## config.mk

```make
export PLATFORM = sky130hd
export DESIGN_NAME = fmult_accum_seq
export DESIGN_NICKNAME = d
export VERILOG_FILES = /design/src/rtl/fmult_accum_seq_pkg.sv /design/src/rtl/fmult_core.sv /design/src/rtl/fmult_accum_seq.sv
export SDC_FILE = /design/constraint.sdc
export NUM_CORES = 1
export LEC_CHECK = 0
export CELL_PAD_IN_SITES_DETAIL_PLACEMENT = 1
export CELL_PAD_IN_SITES_GLOBAL_PLACEMENT = 1
export CORE_UTILIZATION = 46
export DETAILED_ROUTE_END_ITERATION = 16
export PLACE_DENSITY_LB_ADDON = 0.1
export SYNTH_ARGS = -nofsm -noshare
export SYNTH_HDL_FRONTEND = slang
export SYNTH_SLANG_ARGS = --single-unit
```

## constraint.sdc

```tcl
create_clock -name clk -period 23.6 [get_ports clk]
set_input_delay 3.54 -clock clk [delete_from_list [all_inputs] [get_ports clk]]
set_output_delay 3.54 -clock clk [all_outputs]
set_load 0.05 [all_outputs]
```

## src/rtl/fmult_accum_seq_pkg.sv

```systemverilog
// Shared types and constants for the sequential FMULT+ACCUM predictor engine.
package adpcm_pkg;

    localparam int FLT_W  = 11;
    localparam int COEF_W = 16;
    localparam int WAN_W  = 16;

    // G.726 floating-point operand as held in the DQn / SRn store.
    typedef struct packed {
        logic       sign;
        logic [3:0] expn;
        logic [5:0] mant;
    } flt_t;

    typedef enum logic [1:0] {
        ST_IDLE = 2'd0,
        ST_RUN  = 2'd1,
        ST_DONE = 2'd2
    } state_e;

    // Exponent of a 13-bit magnitude: 0 for zero, otherwise 1 + index of the top set bit.
    function automatic logic [3:0] msb_pos(input logic [12:0] v);
        logic [3:0] r;
        r = 4'd0;
        for (int i = 0; i < 13; i++) begin
            if (v[i]) r = 4'(i + 1);
        end
        return r;
    endfunction

endpackage

```

## src/rtl/fmult_core.sv

```systemverilog
// Combinational G.726 FMULT: coefficient x float operand -> 16-bit two's-complement WAn.
module fmult_core
    import adpcm_pkg::*;
(
    input  logic [COEF_W-1:0] coef_i,
    input  logic [FLT_W-1:0]  flt_i,
    output logic [WAN_W-1:0]  wan_o
);

    flt_t        flt;
    logic        an_s;
    logic [15:0] an_neg;
    logic [12:0] an_mag;
    logic [3:0]  an_exp;
    logic [5:0]  an_mant;
    logic        ws;
    logic [4:0]  wexp;
    logic [11:0] prod;
    logic [7:0]  wmant;
    logic [16:0] wm_ext;
    logic [14:0] wmag;

    assign flt = flt_t'(flt_i);

    // Coefficient to float, float multiply, then back to a fixed-point signed product.
    always_comb begin
        an_s    = coef_i[15];
        an_neg  = -coef_i;
        // Magnitude drops the two LSBs; the 0x8000 case masks down to zero.
        an_mag  = an_s ? 13'(an_neg >> 2) : 13'(coef_i >> 2);
        an_exp  = msb_pos(an_mag);
        an_mant = (an_mag == 13'd0) ? 6'd32 : 6'({an_mag, 6'b0} >> an_exp);
        ws      = an_s ^ flt.sign;
        wexp    = {1'b0, an_exp} + {1'b0, flt.expn};
        prod    = ({6'b0, flt.mant} * {6'b0, an_mant}) + 12'd48;
        wmant   = 8'(prod >> 4);
        wm_ext  = {2'b0, wmant, 7'b0};
        // Exponent above 26 shifts left and the result is truncated to 15 bits.
        if (wexp <= 5'd26) begin
            wm_ext = wm_ext >> (5'd26 - wexp);
        end else begin
            wm_ext = wm_ext << (wexp - 5'd26);
        end
        wmag  = 15'(wm_ext);
        wan_o = ws ? -{1'b0, wmag} : {1'b0, wmag};
    end

endmodule

```

## src/rtl/fmult_accum_seq.sv

```systemverilog
// Sequential predictor estimate: one shared FMULT walks all taps and accumulates SEZ / SE.
//
// Handshake: start is a single-cycle request accepted only while busy is low (state IDLE);
// requests while busy, including the done cycle, are dropped. Each tap_rd pulse returns
// coef_in/flt_in exactly one cycle later. done pulses for one cycle with results valid;
// sez/se/ch_out then hold until the next run completes.
module fmult_accum_seq
    import adpcm_pkg::*;
#(
    parameter  int N_ZERO = 6,
    parameter  int N_POLE = 2,
    parameter  int N_CH   = 32,
    localparam int CH_W   = $clog2(N_CH),
    localparam int TAP_W  = $clog2(N_ZERO + N_POLE)
) (
    input  logic              clk,
    input  logic              reset,
    input  logic              start,
    input  logic [CH_W-1:0]   ch_in,
    input  logic              sez_only,
    output logic [TAP_W-1:0]  tap_addr,
    output logic              tap_rd,
    input  logic [COEF_W-1:0] coef_in,
    input  logic [FLT_W-1:0]  flt_in,
    output logic              busy,
    output logic              done,
    output logic [CH_W-1:0]   ch_out,
    output logic [14:0]       sez,
    output logic [14:0]       se,
    input  logic              scan_in0,
    input  logic              scan_in1,
    input  logic              scan_in2,
    input  logic              scan_in3,
    input  logic              scan_in4,
    input  logic              scan_enable,
    input  logic              test_mode,
    output logic              scan_out0,
    output logic              scan_out1,
    output logic              scan_out2,
    output logic              scan_out3,
    output logic              scan_out4
);

    localparam logic [TAP_W-1:0] ZERO_LAST = TAP_W'(N_ZERO - 1);
    localparam logic [TAP_W-1:0] ALL_LAST  = TAP_W'(N_ZERO + N_POLE - 1);

    state_e            state_q, state_d;
    logic              busy_c, done_c;
    logic              accept;
    logic              last_prod;
    logic [TAP_W-1:0]  last_addr;

    logic              tap_rd_q;
    logic [TAP_W-1:0]  tap_addr_q;
    logic              vld_q;
    logic [TAP_W-1:0]  vld_addr_q;
    logic [WAN_W-1:0]  acc_q;
    logic [WAN_W-1:0]  sezi_q;
    logic [CH_W-1:0]   ch_run_q;
    logic              sez_only_q;
    logic [CH_W-1:0]   ch_out_q;
    logic [14:0]       sez_q, se_q;

    logic [WAN_W-1:0]  wan;
    logic [WAN_W-1:0]  acc_sum;
    logic [WAN_W-1:0]  sezi_next;

    fmult_core u_fmult (
        .coef_i (coef_in),
        .flt_i  (flt_in),
        .wan_o  (wan)
    );

    assign accept    = start && (state_q == ST_IDLE);
    assign last_addr = sez_only_q ? ZERO_LAST : ALL_LAST;
    assign last_prod = vld_q && (vld_addr_q == last_addr);
    assign acc_sum   = acc_q + wan;
    assign sezi_next = (vld_addr_q == ZERO_LAST) ? acc_sum : sezi_q;

    // FSM state register.
    always_ff @(posedge clk) begin
        if (!reset) begin
            state_q <= ST_IDLE;
        end else begin
            state_q <= state_d;
        end
    end

    // FSM next state and status outputs.
    always_comb begin
        state_d = state_q;
        busy_c  = 1'b1;
        done_c  = 1'b0;
        unique case (state_q)
            ST_IDLE: begin
                busy_c = 1'b0;
                if (start) state_d = ST_RUN;
            end
            ST_RUN: begin
                if (last_prod) state_d = ST_DONE;
            end
            ST_DONE: begin
                done_c  = 1'b1;
                state_d = ST_IDLE;
            end
            default: begin
                busy_c  = 1'b0;
                state_d = ST_IDLE;
            end
        endcase
    end

    // Tap issue, one-cycle read pipeline, accumulation and result capture.
    always_ff @(posedge clk) begin
        if (!reset) begin
            tap_rd_q   <= 1'b0;
            tap_addr_q <= '0;
            vld_q      <= 1'b0;
            vld_addr_q <= '0;
            acc_q      <= '0;
            sezi_q     <= '0;
            ch_run_q   <= '0;
            sez_only_q <= 1'b0;
            ch_out_q   <= '0;
            sez_q      <= '0;
            se_q       <= '0;
        end else begin
            vld_q      <= tap_rd_q;
            vld_addr_q <= tap_addr_q;

            if (accept) begin
                tap_rd_q   <= 1'b1;
                tap_addr_q <= '0;
                acc_q      <= '0;
                sezi_q     <= '0;
                ch_run_q   <= ch_in;
                sez_only_q <= sez_only;
            end else if (tap_rd_q) begin
                if (tap_addr_q == last_addr) begin
                    tap_rd_q <= 1'b0;
                end else begin
                    tap_addr_q <= tap_addr_q + 1'b1;
                end
            end

            if (vld_q) begin
                acc_q  <= acc_sum;
                sezi_q <= sezi_next;
            end

            // The zero-section snapshot may land on this same edge in sez_only mode.
            if (last_prod) begin
                ch_out_q <= ch_run_q;
                sez_q    <= 15'(sezi_next >> 1);
                se_q     <= sez_only_q ? 15'(sezi_next >> 1) : 15'(acc_sum >> 1);
            end
        end
    end

    assign tap_rd   = tap_rd_q;
    assign tap_addr = tap_addr_q;
    assign busy     = busy_c;
    assign done     = done_c;
    assign ch_out   = ch_out_q;
    assign sez      = sez_q;
    assign se       = se_q;

    // Scan chains are stitched at DFT insertion; functional mode holds them low.
    assign scan_out0 = scan_in0 & scan_enable & test_mode;
    assign scan_out1 = scan_in1 & scan_enable & test_mode;
    assign scan_out2 = scan_in2 & scan_enable & test_mode;
    assign scan_out3 = scan_in3 & scan_enable & test_mode;
    assign scan_out4 = scan_in4 & scan_enable & test_mode;

endmodule

```

## Word-level counts from Yosys, hierarchy flattened

Cells that the tools add are included.

- Bits in registers: 82
- Latch bits: 0
- Memory bits (writable): 0
- Bits in read-only memories: 0
- Input port bits: 43
- Output and inout bits: 46
- Word-level logic and storage cells: 85
- Memories: 0

- Add/subtract/negate cells: 8
- $mul: 1
- Div/mod/pow operators: 0
- Magnitude comparators: 1
- Equal/unequal tests: 7
- Shift operators: 3
- Multiplexer cells: 31
- Bitwise logic cells: 13
- Reduce and logical (&&, ||, !) cells: 9

Operators by type and width:

| kind | count |
|---|---|
| 2-to-1 mux 16 bit | 5 |
| 2-to-1 mux 4 bit | 12 |
| 2-to-1 mux 15 bit | 2 |
| >> shifter 19 x 4 -> 6 bit | 1 |
| adder 16 bit | 1 |
| negation 15 -> 16 bit | 1 |
| negation 15 bit | 1 |
| << shifter 15 x 5 -> 15 bit | 1 |
| >> shifter 15 x 5 -> 15 bit | 1 |
| logical NOT 13 bit | 1 |
| 2-to-1 mux 13 bit | 1 |
| adder 12 x 6 -> 12 bit (second input constant) | 1 |
| multiplier 6 x 6 -> 12 bit | 1 |
| bitwise AND 1 bit | 10 |
| == test 3 bit | 2 |
| 2-to-1 mux 1 bit | 6 |
| 2-to-1 mux 2 bit | 3 |
| 2-to-1 mux 6 bit | 1 |
| adder 4 x 4 -> 5 bit | 1 |
| less-or-equal comparator 5 bit (second input constant) | 1 |
| subtractor 5 bit (first input constant) | 1 |
| subtractor 5 bit (second input constant) | 1 |
| inequality test 2 bit (second input constant) | 2 |
| case mux 2 bit (2 select lines) | 1 |
| other kinds (11) | 15 |

## Logic depth before layout (Yosys ltp)

Gate-level depths: netlist of the first run.

- Depth in word-level cells: 26
- Depth in mapped cells: 47
- Depth with buffers taken out: 44

## By module

Synthesis of the first run repeated with hierarchy kept, for this count alone.

- Cell total of the unflattened synthesis: 1054
- Area total of the unflattened synthesis: 8160.3 um^2

By module, submodules not included:

| module | instances | cells each | area an instance (um^2) | seq. area each (um^2) |
|---|---|---|---|---|
| fmult_accum_seq | 1 | 477 | 4086.4 | 1641.6 |
| fmult_core | 1 | 577 | 4073.9 | 0.0 |

## Least setup slack after synthesis of the first run

No wires, ideal clock.

- Path kind: input to register
- From: in coef_in[7]
- To: reg sezi_q[14]
- Library setup time: 0.133 ns
- Data arrival time: 13.269 ns
- Required time: 23.467 ns
- Slack: 10.198 ns
- Cell stages on the path: 43
- Buffers on the path: 2
- Path through: clkbuf_1 -> or4_1 -> or4_4 -> o31ai_2 -> o211ai_2 -> a31oi_4 -> nor2_2 -> inv_2 -> buf_4 -> nor2_1 -> a21oi_1 -> a211oi_1 -> a211o_1 -> and3_1 -> fa_1 -> fa_1 -> fa_1 -> inv_1 -> [7 not listed] -> o31a_1 -> o22ai_1 -> a21oi_1 -> ha_1 -> nor2_1 -> xnor2_1 -> ha_1 -> nor2b_1 -> o21ai_0 -> a21boi_0 -> o21ai_0 -> a21boi_0 -> o21ai_0 -> a21oi_1 -> or4_1 -> and3_1 -> a311oi_1 -> o22ai_1

- Longest elaborated chain between the ends: 21
- Elaborated cells on any way between the ends: 27
- Classes of those cells: 7 x add/sub; 1 x mul; 1 x order compare; 3 x shift; 14 x mux; 1 x reduce/logical

RTL lines:

| item | line | source |
|---|---|---|
| from (decl) | fmult_accum_seq.sv:23 | `input logic [COEF_W-1:0] coef_in,` |
| negation 15 bit | fmult_core.sv:28 | `an_neg = -coef_i;` |
| 2-to-1 mux 13 bit * | fmult_core.sv:30 | `an_mag = an_s ? 13'(an_neg >> 2) : 13'(coef_i >> 2);` |
| 2-to-1 mux 4 bit (8 in series) | fmult_accum_seq_pkg.sv:26 | `if (v[i]) r = 4'(i + 1);` |
| >> shifter 19 x 4 -> 6 bit | fmult_core.sv:32 | `an_mant = (an_mag == 13'd0) ? 6'd32 : 6'({an_mag, 6'b0} >> an_exp);` |
| 2-to-1 mux 6 bit | fmult_core.sv:32 |  |
| multiplier 6 x 6 -> 12 bit | fmult_core.sv:35 | `prod = ({6'b0, flt.mant} * {6'b0, an_mant}) + 12'd48;` |
| adder 12 x 6 -> 12 bit | fmult_core.sv:35 |  |
| << shifter 15 x 5 -> 15 bit / >> shifter 15 x 5 -> 15 bit (equally long branches) | fmult_core.sv:42, fmult_core.sv:40 |  |
| 2-to-1 mux 15 bit * | fmult_core.sv:39 | `if (wexp <= 5'd26) begin` |
| negation 15 -> 16 bit | fmult_core.sv:45 | `wan_o = ws ? -{1'b0, wmag} : {1'b0, wmag};` |
| 2-to-1 mux 16 bit * | fmult_core.sv:45 |  |
| adder 16 bit * | fmult_accum_seq.sv:77 | `assign acc_sum = acc_q + wan;` |
| 2-to-1 mux 16 bit * | fmult_accum_seq.sv:78 | `assign sezi_next = (vld_addr_q == ZERO_LAST) ? acc_sum : sezi_q;` |
| 2-to-1 mux 16 bit * | fmult_accum_seq.sv:146 | `if (vld_q) begin` |
| to (signal assigned) | fmult_accum_seq.sv:148 | `sezi_q <= sezi_next;` |
| to (decl) | fmult_accum_seq.sv:58 | `logic [WAN_W-1:0] sezi_q;` |

Mark *: on every way between the ends. The rest lies on a longest branch, timed or not. The select of a mux whose other input is x is not followed.
A chain may end at the register's enable or synchronous reset.

## Worst setup path in the final report of the first run

- From: in coef_in[3]
- To: reg sez_q[13], in the netlist sez[13]

- Longest elaborated chain between the ends: 24
- Elaborated cells on any way between the ends: 30
- Classes of those cells: 7 x add/sub; 1 x mul; 1 x order compare; 3 x shift; 17 x mux; 1 x reduce/logical

RTL lines:

| item | line | source |
|---|---|---|
| negation 15 bit | fmult_core.sv:28 |  |
| 2-to-1 mux 13 bit * | fmult_core.sv:30 |  |
| 2-to-1 mux 4 bit (12 in series) | fmult_accum_seq_pkg.sv:26 |  |
| >> shifter 19 x 4 -> 6 bit | fmult_core.sv:32 |  |
| 2-to-1 mux 6 bit | fmult_core.sv:32 |  |
| multiplier 6 x 6 -> 12 bit | fmult_core.sv:35 |  |
| adder 12 x 6 -> 12 bit | fmult_core.sv:35 |  |
| << shifter 15 x 5 -> 15 bit / >> shifter 15 x 5 -> 15 bit (equally long branches) | fmult_core.sv:42, fmult_core.sv:40 |  |
| 2-to-1 mux 15 bit * | fmult_core.sv:39 |  |
| negation 15 -> 16 bit | fmult_core.sv:45 |  |
| 2-to-1 mux 16 bit * | fmult_core.sv:45 |  |
| adder 16 bit * | fmult_accum_seq.sv:77 |  |
| 2-to-1 mux 16 bit * | fmult_accum_seq.sv:78 |  |
| to (signal assigned) | fmult_accum_seq.sv:154 | `sez_q <= 15'(sezi_next >> 1);` |
| to (decl) | fmult_accum_seq.sv:62 | `logic [14:0] sez_q, se_q;` |

Marked as above.

==> key figures, run 1 <==
Route
  – Iteration-0 DRC Markers: 467
  – Total number of vias: 8513
  – Drt pass-1 iters: 5
  – Via-to-Cell Ratio: 6.03
  – Post-route ant nets: 0
  – DRC violations left: 0
  – Post-Route WL: 25000 um
  – Routed WL per cell: 17.7 um

Critical path
  – R2R depth: 14
  – CP startpoint kind: primary input
  – Worst setup path end: sez[13]
  – Reg2Reg Setup Slack: 19.72 ns
  – Arrival time at the worst endpoint: 15.82 ns
  – Slowest-stage cell, CP: mux2i_1
  – Reg2reg end: sez[13]
  – Critical-path maximum fanout: 12
  – Max incr delay on CP: between 0.8 and 0.9 ns
  – CP Launch Point: coef_in[3]
  – Setup Crit Path Kind: in -> reg
  – Kind of end point of the critical path: register
  – Worst R2R Start: acc_q[0]
  – Crit path top cell by count: o21ai_0
  – Critical Path RT: 23.79 ns

Floorplan
  – Core area: 0.0180 mm2
  – # IOs: 89
  – Die X: ~140 um
  – Die Area: between 0.015 and 0.02 mm2
  – Die height: 138 um
  – Initial Util: 0.470
  – FP Rows: 49

Timing
  – Max Clk Rate: 0.0640 GHz
  – Setup TNS: 0 ns
  – Headroom to the max-slew limit: 0.325
  – Slew Limit Fails: 0
  – RSZ-0062 raised after global routing: false
  – Worst Clk Skew: between 0.004 and 0.005 ns
  – Fin crit share: 0.662
  – Worst-margin pin slew: 0.985 ns
  – Post-route minimum period: ~16 ns
  – Fin. Hold Viols: 0
  – Final setup viols: 0

CTS
  – Worst-Skew Late Latency: 0.34 ns
  – Post-CTS Resized: 0
  – Clock root cell: clkbuf_16
  – CTS buffer count: 9
  – Hold buffers post-CTS: 0
  – CTS tree: done
  – Setup bufs post-CTS: 0
  – H-Tree Depth: 3
  – Max clock buf depth: 2
  – CTS sink count: 82
  – Clock transition at path regs: 0.06 ns

Power
  – Sequential Power Share: 0.142
  – Clock power frac: 0.147
  – Sw Share: 0.510
  – Leakage: 3.88 nW
  – Pwr Density: 112 mW/mm2
  – Combinational fraction of design power: 0.711
  – Switch Pwr: 0.000560 W
  – Power Internal: 0.000538 W
  – Peak supply drop: 0.0639 mV
  – Tot Pwr: around 0.0011 W

GRT
  – Global route overflow: 0
  – Largest net degree at the start of global routing: 64
  – GRT Total Usage: 0.265
  – Antenna violations before repair: 0
  – Vias in the first global route: 8287
  – First-pass GRT wire length: 40600 um

Yosys
  – Top post-synthesis cells by count: nand2_1, nor2_1, dfxtp_1
  – Mapped Avg Cell Area: 7.48 um2
  – Cell with the most instances after synthesis: nand2_1
  – Yosys reg bits: around 80
  – Post-synth EDFFs: 0
  – Seq/Total Area, Yosys: 0.194
  – Synthesized area: 0.00848 mm2
  – Mapped Nets: 1250
  – Async S/R FF share, synth: 0
  – Yosys top cell area share: 0.194
  – Leading area contributor after synthesis: dfxtp_1
  – Area contributors post-synth: dfxtp_1, ha_1, nand2_1, nor2_1, fa_1
  – Yosys warns: 0
  – Distinct cells, synth: 92
  – Instance count of the mapped netlist: 1134
  – Main synth FF type: dfxtp_1

Final layout
  – Design area: 0.00979 mm2
  – Area delta synth->final: 15.5%
  – Fillers: about 2300
  – Layout cells sized above 1: 0.0541
  – Finished Core Util: 0.543
  – Antenna diodes: 0
  – Number of nets in the final layout: 1293

Place
  – Post-DP HPWL: approximately 19000 um
  – Post-place instance area: 0.00945 mm2
  – Final Wtd Congestion: roughly 0.92
  – I/O Buffers: 88

Outcome
  – Status: finished clean

Min path
  – Hold crit path type: reg -> reg
  – Min-delay src: se[7]

Flow run
  – Max-cap violations: 0
layer usage:
layer	global-route usage	share of wire	vias to the layer above
met5	0	0	-
met4	0.0411	0.0081	0
met3	0.0324	0.040	25
met2	0.457	0.47	163
met1	0.358	0.48	4137
li1	-	-	4188
final cells by class:
| type | count | area (um2) | area share |
|---|---|---|---|
| Multi-Input combinational cell | 936 | 6390 | 0.653 |
| Inverter | 52 | 195 | 0.0199 |
| Tap cell | 229 | 287 | 0.0293 |
| Clock inverter | 7 | 116 | 0.0119 |
| Sequential cell | 82 | 1640 | 0.168 |
| Clock buffer | 9 | 225 | 0.0230 |
| Timing Repair Buffer | 96 | 936 | 0.0956 |
flip-flops by register name, summed over array words and instances, names as in the netlist:
register    count
ch_run_q        5
sez_only_q      1
vld_q           1
ch_out          5
se             15
sezi_q         15
tap_addr        3
tap_rd          1
vld_addr_q      3
sez            15
state_q         2
acc_q          16
per-stage QoR:
| step | setup slack, ns | hold WS (ns) | cells |
|---|---|---|---|
| 2_1_floorplan | 10.20 | 0.441 | 1134 |
| 3_3_place_gp | 8.17 | 0.451 | 1395 |
| 3_5_place_dp | 7.84 | 0.461 | 1395 |
| 4_1_cts | 8.04 | 0.471 | 1411 |
| 5_1_grt | 7.00 | 0.491 | 1411 |
| 6_report | 7.97 | 0.462 | 1411 |
power groups by stage:
| stage | Sequential, W | Clock (W) | Combinational (W) |
|---|---|---|---|
| 6_report | 0.000156 | 0.000161 | 0.000781 |
| 5_1_grt | 0.000157 | 0.000170 | 0.000861 |
| 4_1_cts | 0.000156 | 0.000164 | 0.000772 |
| 3_5_place_dp | 0.000159 | 0 | 0.000763 |
| 3_3_place_gp | 0.000158 | 0 | 0.000748 |
| 2_1_floorplan | 0.000158 | 0 | 0.000578 |
cell usage in the layout (no fill, tap or decap), types with 7 or more instances in the layout:
cell and n:
nor2b_1 34, a21boi_0 15, ha_1 53, nor2_1 115
o31ai_1 12, xnor2_1 26, nand2b_1 9, a21o_1 11
a211oi_1 24, o211ai_1 18, nor4_1 10, and2_1 30
a21oi_1 69, o21ai_1 8, and3_1 13, buf_4 8
clkbuf_16 9, a31oi_1 17, nand2_1 145, dfxtp_1 82
o21a_1 8, nor3_1 16, clkdlybuf4s50_1 87, nand4_1 7
o21ai_0 50, xor2_1 17, or3_1 7, nand3_1 30
inv_1 47, o211a_1 10, mux2i_1 28, fa_1 20
o22ai_1 9
how the worst min path moves through the flow:
stage                            to  slack [ns]  cells past startpoint
after floorplan           ch_out[2]        0.44                      2
after global placement        se[7]        0.45                      2
after detailed placement      se[7]        0.46                      2
after CTS                     se[7]        0.47                      2
after global routing         se[10]        0.49                      2
final                         se[7]        0.46                      2
cell families (layout without fill, tap and decap cells):
group | after synthesis | count (layout) | synth area share
compound gates | 330 | 330 | 0.275
simple gates | 453 | 453 | 0.263
buf+inv | 116 | 164 | 0.0523
fa+ha+maj | 74 | 74 | 0.127
flops | 82 | 82 | 0.194
mux | 35 | 35 | 0.0427
xor+xnor | 44 | 44 | 0.0472
worst max-delay path, delay by kind of cell:
| family | cells | cell delay (ns) |
|---|---|---|
| and+or+nand+nor | 12 | 3.49 |
| xor gates and xnor gates | 1 | 0.22 |
| adders and majority gates | 7 | 3.03 |
| AOI/OAI and AO/OA | 16 | 3.86 |
| buffers and inverters | 4 | 0.85 |
| muxes | 1 | 0.82 |
(Power assumes the default switching activity.)
==> run 2: changes to the inputs <==
--- a/config.mk
+++ b/config.mk
@@ -7,7 +7,7 @@
 export LEC_CHECK = 0
 export CELL_PAD_IN_SITES_DETAIL_PLACEMENT = 1
 export CELL_PAD_IN_SITES_GLOBAL_PLACEMENT = 1
-export CORE_UTILIZATION = 46
+export CORE_UTILIZATION = 43
 export DETAILED_ROUTE_END_ITERATION = 16
 export PLACE_DENSITY_LB_ADDON = 0.1
 export SYNTH_ARGS = -nofsm -noshare
==> constraint.sdc (replaced) <==
create_clock -name clk -period 15.5 [get_ports clk]
set_input_delay 2.325 -clock clk [delete_from_list [all_inputs] [get_ports clk]]
set_output_delay 2.325 -clock clk [all_outputs]
set_load 0.05 [all_outputs]
==> run 2 against run 1 <==
Routed wire length is 0.47% higher. Worst hold slack worse by 0.0047 ns. Register-to-register slack worse by 7.8 ns. Setup slack worse by 6.7 ns. Clock-buffer cell count is 3 higher. Clock power is 30% higher. Sequential share of layout area stayed put. Critical endpoint is now acc_q[14]. Largest power group unchanged. Highest routed layer unchanged.
==> key figures, run 2 (synthesis gave the netlist of run 1 again) <==
Power
  – Combinational fraction of design power: 0.725
  – Power Internal: 0.000786 W
  – Sw Share: 0.518
  – Peak supply drop: 0.101 mV
  – Leakage: 3.86 nW
  – Clock power frac: 0.129
  – Sequential Power Share: 0.146
  – Switch Pwr: 0.000846 W
  – Pwr Density: 167 mW/mm2

Timing
  – Headroom to the max-slew limit: 0.331
  – Worst Clk Skew: 0.00556 ns
  – Post-route minimum period: 14.26 ns
  – Worst-margin pin slew: approximately 1.0 ns
  – Fin crit share: 0.920
  – Final setup viols: 0
  – RSZ-0062 raised after global routing: false
  – Fin. Hold Viols: 0
  – Setup TNS: 0 ns
  – Slew Limit Fails: 0
  – Max Clk Rate: about 0.070 GHz
  – Final worst slack: around 1.2 ns

CTS
  – CTS tree: done
  – Clock transition at path regs: 0.06 ns
  – H-Tree Depth: 3
  – Hold buffers post-CTS: 0
  – Worst-Skew Late Latency: 0.34 ns
  – Max clock buf depth: 2
  – CTS buffer count: 9
  – Setup bufs post-CTS: 0
  – Post-CTS Resized: 0
  – Clock root cell: clkbuf_16
  – CTS sink count: between 80 and 90

Route
  – Via-to-Cell Ratio: 5.89
  – Routed WL per cell: 17.4 um
  – Total number of vias: 8511
  – Post-route ant nets: 0
  – DRC violations left: 0
  – Drt pass-1 iters: 7
  – Iteration-0 DRC Markers: 517
  – Post-Route WL: 25100 um

GRT
  – Antenna violations before repair: 0
  – Largest net degree at the start of global routing: 64
  – Vias in the first global route: 8354
  – First-pass GRT wire length: ~42000 um
  – GRT Total Usage: 0.255
  – Global route overflow: 0

Place
  – Final Wtd Congestion: 0.896
  – Post-DP HPWL: 19400 um
  – Pre-CTS setup slack: 1.06 ns
  – I/O Buffers: 88

Final layout
  – Number of nets in the final layout: roughly 1300
  – Commonest cells after routing, fill and taps aside: nand2_1, nor2_1, clkdlybuf4s50_1
  – Antenna diodes: 0
  – Commonest non-fill, non-tap cell in the layout: nand2_1
  – FF/Latch Area: 0.00164 mm2
  – Area delta synth->final: 15.5%
  – Register with the most flip-flops: acc_q
  – Footprint of the multi-input gates: 0.00639 mm2
  – Fillers: 2413
  – Largest register FFs: 16
  – Layout cells sized above 1: 0.0532

Critical path
  – Critical Path RT: 15.70 ns
  – Setup Crit Path Kind: in -> reg
  – Worst Path Buf+Inv: 4
  – Kind of end point of the critical path: register
  – Max incr delay on CP: 0.75 ns
  – Crit-path leading delay family: compound AO/OA/AOI/OAI gates
  – Critical-path maximum fanout: 18
  – Crit path top cell by count: o21ai_0
  – CP startpoint kind: primary input
  – Arrival time at the worst endpoint: 14.46 ns
  – Slowest-stage cell, CP: or4_1

Outcome
  – Status: finished clean

Floorplan
  – # IOs: 89
  – Initial Util: 0.446
  – Core area: 0.0190 mm2
  – Die height: ~140 um
  – FP Rows: 50
  – Die Area: ~0.020 mm2
  – Die X: 142 um

Min path
  – Hold crit path type: reg -> reg

Flow run
  – Max-cap violations: 0
==> run 2: cell count changes in the layout (fill, tap and decap cells not counted), sizes merged <==
cell | previous run | this run
clkinv | 5 | 3
clkinvlp | 0 | 1
buf | 9 | 11
bufinv | 3 | 1
clkbuf | 9 | 12
==> run 2: area by class of cell <==
type / instances / area share
Clock buffer: 12 / 0.0241
Clock inverter: 4 / 0.00524
Inverter: 52 / 0.0199
Multi-Input combinational cell: 936 / 0.653
Sequential cell: 82 / 0.168
Tap cell: 260 / 0.0332
Timing Repair Buffer: 98 / 0.0971
==> run 2: worst min-delay path, stage by stage (launching register included) <==
cell and delay (ns):
dfxtp_1 0.31, nand2_1 0.05, a21oi_1 0.05
==> run 2: power groups by stage <==
stage / Combinational, W / Sequential (W) / Clock [W]
2_1_floorplan: 0.000880 / 0.000241 / 0
3_3_place_gp: 0.00114 / 0.000242 / 0
3_5_place_dp: 0.00117 / 0.000242 / 0
4_1_cts: 0.00118 / 0.000238 / 0.000214
5_1_grt: 0.00131 / 0.000240 / 0.000223
6_report: 0.00118 / 0.000238 / 0.000210
==> run 2: per-stage QoR <==
step / hold slack (ns) / power [W] / instances / cell area, um2 / utilization
after floorplan: 0.441 / 0.00112 / 1134 / 8480 / -
after global placement: 0.453 / 0.00138 / 1428 / 9510 / 0.500
after detailed placement: 0.452 / 0.00141 / 1428 / 9510 / 0.500
after CTS: 0.460 / 0.00163 / 1444 / 9790 / 0.515
after global routing: 0.488 / 0.00178 / 1444 / 9790 / 0.515
final: 0.458 / 0.00163 / 1444 / 9790 / 0.515
==> run 2: layer usage <==
metal | part of all wire | GRT usage | wire length, um
met1 | 0.49 | 0.356 | 12300
met2 | 0.46 | 0.419 | 11500
met3 | 0.039 | 0.0357 | 973
met4 | 0.011 | 0.0436 | 284
met5 | 0 | 0 | 0
==> run 2: worst paths after layout <==
kind,start,slack (ns),end,cells after the start
setup / recovery,coef_in[3],1.24,acc_q[14],40
hold reg to reg,se[7],0.46,se[7],2
hold / removal,se[7],0.46,se[7],2
setup reg to reg,acc_q[0],11.90,acc_q[14],14
==> run 3: changes to the inputs <==
--- a/config.mk
+++ b/config.mk
@@ -10,6 +10,7 @@
 export CORE_UTILIZATION = 43
 export DETAILED_ROUTE_END_ITERATION = 16
 export PLACE_DENSITY_LB_ADDON = 0.1
+export RECOVER_POWER = 25
 export SYNTH_ARGS = -nofsm -noshare
 export SYNTH_HDL_FRONTEND = slang
 export SYNTH_SLANG_ARGS = --single-unit
==> constraint.sdc (replaced) <==
create_clock -name clk -period 15.4 [get_ports clk]
set_input_delay 2.31 -clock clk [delete_from_list [all_inputs] [get_ports clk]]
set_output_delay 2.31 -clock clk [all_outputs]
set_load 0.05 [all_outputs]
==> run 3 against run 2 <==
The flow now finishes with violations (max-capacitance violations, max-slew violations). Non-clock buffer count up 1. Sequential cell count did not move. Clock power grew 2%. Power is 0.43% higher. Critical path depth unchanged. Worst hold slack gained 0.0031 ns. Critical path type unchanged.
==> key figures, run 3 (synthesis gave the netlist of run 1 again) <==
Outcome
  – Status: finished, violations left
  – Failing checks: max-capacitance violations, max-slew violations

CTS
  – H-Tree Depth: 3
  – Setup bufs post-CTS: 0
  – Clock root cell: clkbuf_16
  – Post-CTS Resized: 0
  – Worst-Skew Late Latency: 0.34 ns
  – Clock transition at path regs: 0.06 ns
  – Max clock buf depth: 2
  – CTS sink count: a little over 80
  – CTS buffer count: 9
  – Hold buffers post-CTS: 0
  – CTS tree: done

Critical path
  – Arrival time at the worst endpoint: 14.37 ns
  – CP startpoint kind: primary input
  – Crit path top cell by count: o21ai_0
  – Critical path depth in cells: 40
  – Setup Crit Path Kind: in -> reg
  – Worst Path Buf+Inv: 4
  – Slowest-stage cell, CP: or4_1
  – Kind of end point of the critical path: register
  – Max incr delay on CP: approximately 0.75 ns
  – R2R depth: 14
  – Crit-path leading delay family: compound AO/OA/AOI/OAI gates
  – Critical Path RT: 15.59 ns
  – Critical-path maximum fanout: 18

Route
  – Drt pass-1 iters: 5
  – Total number of vias: about 8500
  – Routed WL per cell: approximately 17 um
  – Post-Route WL: 25100 um
  – Post-route ant nets: 0
  – Iteration-0 DRC Markers: 407
  – Via-to-Cell Ratio: 5.88
  – DRC violations left: 0

Floorplan
  – # IOs: 89
  – FP Rows: 50
  – Core area: 0.0190 mm2
  – Die X: approximately 140 um
  – Initial Util: 0.446
  – Die Area: roughly 0.020 mm2
  – Die height: 142 um

Timing
  – RSZ-0062 raised after global routing: false
  – Worst Clk Skew: 0.00974 ns
  – Post-route minimum period: between 10 and 15 ns
  – Headroom to the max-slew limit: -0.624
  – Worst-margin pin slew: 2.44 ns
  – Final setup viols: 0
  – Max Clk Rate: 0.0705 GHz
  – Fin. Hold Viols: 0
  – Setup TNS: 0 ns
  – Slew Limit Fails: 64
  – Fin crit share: 0.921

Power
  – Leakage: 3.92 nW
  – Sequential Power Share: 0.146
  – Clock power frac: 0.131
  – Tot Pwr: 0.00164 W
  – Pwr Density: 167 mW/mm2
  – Switch Pwr: 0.000843 W
  – Peak supply drop: 0.0871 mV
  – Combinational fraction of design power: 0.723
  – Power Internal: 0.000796 W
  – Sw Share: 0.514

Final layout
  – Fillers: 2414
  – Register with the most flip-flops: acc_q
  – Commonest cells after routing, fill and taps aside: nand2_1, nor2_1, dfxtp_1
  – Commonest non-fill, non-tap cell in the layout: nand2_1
  – Antenna diodes: 0
  – Number of nets in the final layout: 1296
  – Layout cells sized above 1: 0.0540
  – Finished Core Util: 0.516
  – Area delta synth->final: 15.7%
  – Largest register FFs: 16

Flow run
  – Max-cap violations: 1

Place
  – I/O Buffers: 88
  – Final Wtd Congestion: 0.909
  – Post-DP HPWL: 19200 um

Min path
  – Number of cells on the worst hold path: 2
  – Hold crit path type: reg -> reg

GRT
  – GRT Total Usage: 0.254
  – Antenna violations before repair: 0
  – Largest net degree at the start of global routing: between 60 and 70
  – First-pass GRT wire length: around 42000 um
  – Vias in the first global route: between 8000 and 9000
  – Global route overflow: 0
## run 3: area by class of cell
cell class / instances / area [um2] / share of cell area
Clock inverter: 4 / 48.8 / 0.00498
Timing Repair Buffer: 99 / 957 / 0.0976
Clock buffer: 12 / 246 / 0.0251
Multi-Input combinational cell: 936 / 6390 / 0.652
Sequential cell: 82 / 1640 / 0.167
Tap cell: 260 / 325 / 0.0332
Inverter: 52 / 195 / 0.0199
## run 3: power by group through the flow
stage               registers (W)  clock network [W]  logic [W]
global route             0.000242           0.000228    0.00132
global placement         0.000243                  0    0.00115
CTS                      0.000239           0.000220    0.00118
detailed placement       0.000244                  0    0.00117
finish                   0.000239           0.000215    0.00119
floorplan                0.000243                  0   0.000886
## run 3: metrics by stage
step,area [um2],setup WS [ns],hold slack [ns],cells
floorplan,8480,3.23,0.441,1134
global placement,9510,1.09,0.450,1429
detailed placement,9510,1.04,0.460,1429
CTS,9810,1.28,0.469,1445
global route,9810,0.144,0.480,1445
finish,9810,1.22,0.461,1445
## run 3: tightest hold or removal path, delay by kind of cell, from the launching register on
family	cells	cell delay, ns
AOI/OAI and AO/OA	1	0.06
and+or+nand+nor	1	0.04
DFF	1	0.30
## run 3: layer usage
metal	part of all wire	GRT usage
met2	0.46	0.427
met1	0.49	0.344
met5	0	0
met3	0.035	0.0320
met4	0.015	0.0543
## run 3: final timing paths
path               from   endpoint  slack, ns
max reg2reg    acc_q[0]    sez[13]      11.71
max          coef_in[3]    sez[13]       1.22
min reg2reg   ch_out[2]  ch_out[2]       0.46
min           ch_out[2]  ch_out[2]       0.46
